## src/rtl/led_seq_pkg.sv

```systemverilog
// Shared constants for the LED pattern sequencer: pattern index encodings
// and the helper that steps through them.
package led_seq_pkg;

  typedef enum logic [1:0] {
    PAT_BIN   = 2'd0,
    PAT_GRAY  = 2'd1,
    PAT_WALK  = 2'd2,
    PAT_BLINK = 2'd3
  } pat_e;

  localparam int NUM_PAT = 4;

  // Four patterns in a 2-bit field: 3 wraps naturally to 0
  function automatic pat_e next_pat(input pat_e p);
    return pat_e'(p + 2'd1);
  endfunction

endpackage

```

## src/rtl/btn_debounce.sv

```systemverilog
// Push-button conditioner: two-flop synchroniser, periodic sampling and a
// one-clock pulse for each debounced rising edge, per bit.
module btn_debounce #(
  parameter int WIDTH   = 2,
  parameter int DEB_CYC = 400000
) (
  input  logic             clk,
  input  logic             rst_n,
  input  logic [WIDTH-1:0] raw,
  output logic [WIDTH-1:0] press
);

  localparam int CW = (DEB_CYC > 1) ? $clog2(DEB_CYC) : 1;

  logic [CW-1:0] cnt;
  logic          sample;
  logic          armed;

  assign sample = (cnt == CW'(DEB_CYC - 1));

  // The first sample after reset only learns the current level, so a button
  // held through reset never yields a press.
  always_ff @(posedge clk or negedge rst_n) begin
    if (!rst_n) begin
      cnt   <= '0;
      armed <= 1'b0;
    end else begin
      cnt <= sample ? '0 : cnt + CW'(1);
      if (sample) armed <= 1'b1;
    end
  end

  for (genvar i = 0; i < WIDTH; i++) begin : g_bit
    logic sync1, sync2, stable, pulse;

    always_ff @(posedge clk or negedge rst_n) begin
      if (!rst_n) begin
        sync1  <= 1'b0;
        sync2  <= 1'b0;
        stable <= 1'b0;
        pulse  <= 1'b0;
      end else begin
        sync1 <= raw[i];
        sync2 <= sync1;
        pulse <= 1'b0;
        if (sample) begin
          stable <= sync2;
          pulse  <= armed & sync2 & ~stable;
        end
      end
    end

    assign press[i] = pulse;
  end

endmodule

```

## src/rtl/led_pattern_seq.sv

```systemverilog
// LED pattern sequencer: prescaled step counter driving one of four
// combinational patterns, with next-pattern and pause/run buttons.
module led_pattern_seq
  import led_seq_pkg::*;
#(
  parameter int NUM_LED   = 3,
  parameter int NUM_STEP  = 8,
  parameter int DIV_WIDTH = 26,
  parameter int DEB_CYC   = 400000
) (
  input  logic               CLK,
  input  logic               RST,
  input  logic [1:0]         BTN,
  input  logic [1:0]         SPEED,
  output logic [NUM_LED-1:0] LED,
  output logic [1:0]         PAT_IDX,
  output logic               PAUSED
);

  localparam int                   SW      = (NUM_STEP > 1) ? $clog2(NUM_STEP) : 1;
  localparam logic [DIV_WIDTH-1:0] PRE_MAX = '1;
  localparam logic [SW-1:0]        STEP_LAST = SW'(NUM_STEP - 1);

  logic [1:0]           press;
  logic [DIV_WIDTH-1:0] pre;
  logic [DIV_WIDTH-1:0] term;
  logic [SW-1:0]        step;
  pat_e                 pat;
  logic                 paused;
  logic [NUM_LED-1:0]   led_q;
  logic [NUM_LED-1:0]   pat_val;
  logic [NUM_LED-1:0]   s_ext;
  logic [2:0]           walk_pos;

  btn_debounce #(
    .WIDTH   (2),
    .DEB_CYC (DEB_CYC)
  ) u_deb (
    .clk   (CLK),
    .rst_n (RST),
    .raw   (BTN),
    .press (press)
  );

  assign term = PRE_MAX >> SPEED;

  // Tick and pause both act on the registered PAUSED; a pattern change
  // clears the step and prescaler ahead of any tick in the same cycle.
  always_ff @(posedge CLK or negedge RST) begin
    if (!RST) begin
      pre    <= '0;
      step   <= '0;
      pat    <= PAT_BIN;
      paused <= 1'b0;
      led_q  <= '0;
    end else begin
      led_q <= pat_val;
      if (press[1]) paused <= ~paused;
      if (press[0]) begin
        pat  <= next_pat(pat);
        pre  <= '0;
        step <= '0;
      end else if (!paused) begin
        if (pre == term) begin
          pre  <= '0;
          step <= (step == STEP_LAST) ? '0 : step + SW'(1);
        end else if (pre > term) begin
          pre <= '0;
        end else begin
          pre <= pre + DIV_WIDTH'(1);
        end
      end
    end
  end

  always_comb begin
    s_ext    = NUM_LED'(step);
    walk_pos = 3'(32'(step) % NUM_LED);
    pat_val  = '0;
    case (pat)
      PAT_BIN:   pat_val = s_ext;
      PAT_GRAY:  pat_val = s_ext ^ (s_ext >> 1);
      PAT_WALK:  pat_val = NUM_LED'(1) << walk_pos;
      PAT_BLINK: pat_val = {NUM_LED{step[0]}};
      default:   pat_val = '0;
    endcase
  end

  assign LED     = led_q;
  assign PAT_IDX = pat;
  assign PAUSED  = paused;

endmodule
```

## config.mk

```make
export PLATFORM = sky130hd
export DESIGN_NAME = led_pattern_seq
export DESIGN_NICKNAME = d
export VERILOG_FILES = /design/src/rtl/led_seq_pkg.sv /design/src/rtl/btn_debounce.sv /design/src/rtl/led_pattern_seq.sv
export SDC_FILE = /design/constraint.sdc
export NUM_CORES = 1
export LEC_CHECK = 0
export CAP_MARGIN = 20
export CELL_PAD_IN_SITES_DETAIL_PLACEMENT = 1
export CELL_PAD_IN_SITES_GLOBAL_PLACEMENT = 2
export CORE_MARGIN = 4
export CORE_UTILIZATION = 30
export CTS_BUF_LIST = sky130_fd_sc_hd__clkbuf_16
export DETAILED_ROUTE_END_ITERATION = 12
export PLACE_DENSITY = 0.58
export SKIP_CTS_REPAIR_TIMING = 1
export SLEW_MARGIN = 25
export SYNTH_ARGS = -nofsm -noshare
export SYNTH_HDL_FRONTEND = slang
export SYNTH_SLANG_ARGS = --single-unit
```

## constraint.sdc

```tcl
create_clock -name CLK -period 7 [get_ports CLK]
set_input_delay 1.4 -clock CLK [delete_from_list [all_inputs] [get_ports CLK]]
set_output_delay 1.4 -clock CLK [all_outputs]
set_load 0.005 [all_outputs]
```

==> metrics <==
status=completed; Worst Path Class, Setup=input pin to register; clock buffer count from CTS=9; RSZ-0062 raised after global routing=no; Post-Syn Area per Cell=slightly above 10 sq um; Placement Rows=37; Starting Density=between 30% and 40%; CTS root buf=clkbuf_16; layout cell share with drive strength beyond 1=7.74%; # DRC=0; Cells after Synth=around 320; fin nets=about 350; Least-Margin Pin Slew=between 1 and 1.5 ns; RR Endpoint=pre[20]; hold path depth=0; Hold Path Origin=u_deb.g_bit[1].sync1; die area=12500 sq um; post-layout min period=roughly 3.7 ns; worst hold endpoint=u_deb.g_bit[1].sync2; CP arrival=around 3.8 ns; Clock Skew=0.00786 ns; Fin Setup TNS=0 ns; Ys Warns=0; Leak=1.66 nW; wire per inst=14.6 um; # port buffers=11; first-pass GRT wire length=12300 um; Worst Reg-to-Reg Cells=5; initial antenna violation count=0; H-tree Lvls=3; Hold WC Path Type=register to register; number of global-route vias before repair=2465; critical path fanouts, max=18; total of max-cap violations=0; CTS tree=built; Synth Cell Area=3230 sq um; vias per cell=4.97; Antenna diodes=0; leading cell type in the layout, fill and taps excluded=dfrtp_1; Clock Sinks=63; fillcell total=1179; Final Hold Viols=0; pin count of the biggest net entering global routing=64; drt initial violations=70; min setup slack post-route=roughly 3.3 ns; die height=112 um; pre-CTS WS=2.95 ns; final setup fails=0; Slew Limit Fails=0; Syn Nets=340; flip-flop and latch count after synthesis=63; asr flop ratio synth=100%; final hold slack=approximately 0.35 ns; ANT nets after route=0; Startpoint Class=input pin; Max Buffers Root-to-Sink=2; I/O Pins=12; EDFF count, synth=0; Clock transition at path regs=0.05 ns; Synth-to-Final Area Change=15.9%; Peak VDD IR=0.0836 mV; GRT overflow=0; post-layout util=35.9%; Vias=2345; distinct cell type count after synthesis=48; worst relative slew slack=between 30 and 40%; drt pass-1 iters=4; final wirelength=about 6900 um; predominant post-synthesis flop cell=dfrtp_1; CP endpoint kind=register; HPWL Detailed=roughly 4800 um; post-synthesis sequential area ratio=between 40% and 50%; most frequent cells in the layout=dfrtp_1 (63), nor2_1 (39), xnor2_1 (24), nand2_1 (24), nand3_1 (18); R2R setup slack=4.34 ns; die width=112 um; total power draw=0.930 mW; RR Startpoint=pre[7]; Fmax=roughly 270 MHz; All-Layer GR Usage=12.1%; fin crit share=between 50% and 60%; Worst-Skew Late Latency=0.33 ns; Worst EP required=7.17 ns; Core ar.=10400 sq um; routability cong.=0.739; Power Density=248 nW/um^2
[registers in the layout (all words and copies together) (netlist names), 2 cells and up]
signal              count
u_deb.g_bit.sync2       2
PAT_IDX                 2
u_deb.cnt              19
u_deb.g_bit.pulse       2
pre                    26
LED                     3
u_deb.g_bit.sync1       2
u_deb.g_bit.stable      2
s_ext                   3
[cell type report]
| type | count | area [sq um] | share of cell area (%) |
|---|---|---|---|
| sequential | 63 | 1580 | 42.1 |
| multi-input combinational | 236 | 1570 | 41.9 |
| clock buffer | 9 | 225 | 6.02 |
| tap | 136 | 170 | 4.55 |
| timing repair buffer | 12 | 113 | 3.01 |
| clock inverter | 7 | 57.6 | 1.54 |
| inverter | 9 | 33.8 | 0.902 |
[routing by layer]
layer,GRT usage [%],routed length [um]
met4,4.62,114
met5,0,0
met1,16.5,3570
met2,18.5,3040
met3,2.99,189
[worst max-delay path, cell delays in order]
cell	delay [ns]
clkdlybuf4s50_1	0.44
or2_2	0.29
ha_1	0.32
nand4_1	0.15
o31a_2	0.43
o21bai_2	0.66
nor2_1	0.13
[Yosys cell counts, types with 3 or more instances]
master / n / share of area, %
clkbuf_1: 6 / 0.70
or4_1: 6 / 1.4
mux2_2: 3 / 1.0
nand3_1: 18 / 2.8
a21o_1: 3 / 0.70
ha_1: 16 / 6.2
nor4_1: 7 / 1.4
a21oi_1: 6 / 0.93
inv_1: 9 / 1.0
and3_1: 6 / 1.2
o21ai_0: 6 / 0.93
xor2_1: 13 / 3.5
and4b_1: 3 / 0.93
nand2_1: 24 / 2.8
nand4_1: 12 / 2.3
nor3_1: 10 / 1.5
and4_1: 5 / 1.4
dfrtp_1: 63 / 49
xnor2_1: 24 / 6.5
nor2_1: 39 / 4.5
a31oi_1: 5 / 0.97
[how the worst max path moves through the flow]
stage	start	endpoint	slack, ns	depth (start not counted)
after floorplan	SPEED[0]	s_ext[1]	3.78	6
after global placement	SPEED[1]	pre[4]	3.07	7
after detailed placement	SPEED[1]	pre[20]	2.95	7
after CTS	SPEED[1]	pre[20]	3.29	7
after global routing	SPEED[1]	pre[8]	3.15	7
final	SPEED[1]	pre[20]	3.35	7
[where the power goes]
group	internal [mW]	total, mW	switching, mW
sequential	0.390	0.424	0.0343
combinational	0.0377	0.0789	0.0413
clock	0.270	0.426	0.157
[metrics by stage]
step,cells,area [sq um]
detailed placement,456,3460
global route,472,3740
floorplan,318,3230
finish,472,3740
CTS,472,3740
global placement,456,3460
[cell families after synthesis]
group | count (synthesis) | synth area share (%)
AOI/OAI and AO/OA | 32 | 6.66
muxes | 4 | 1.36
DFF | 63 | 48.8
and+or+nand+nor | 147 | 24.3
buffers and inverters | 19 | 2.67
xor gates and xnor gates | 37 | 10.0
adders and majority gates | 16 | 6.20
No activity file was read; power rests on OpenSTA's default activity.
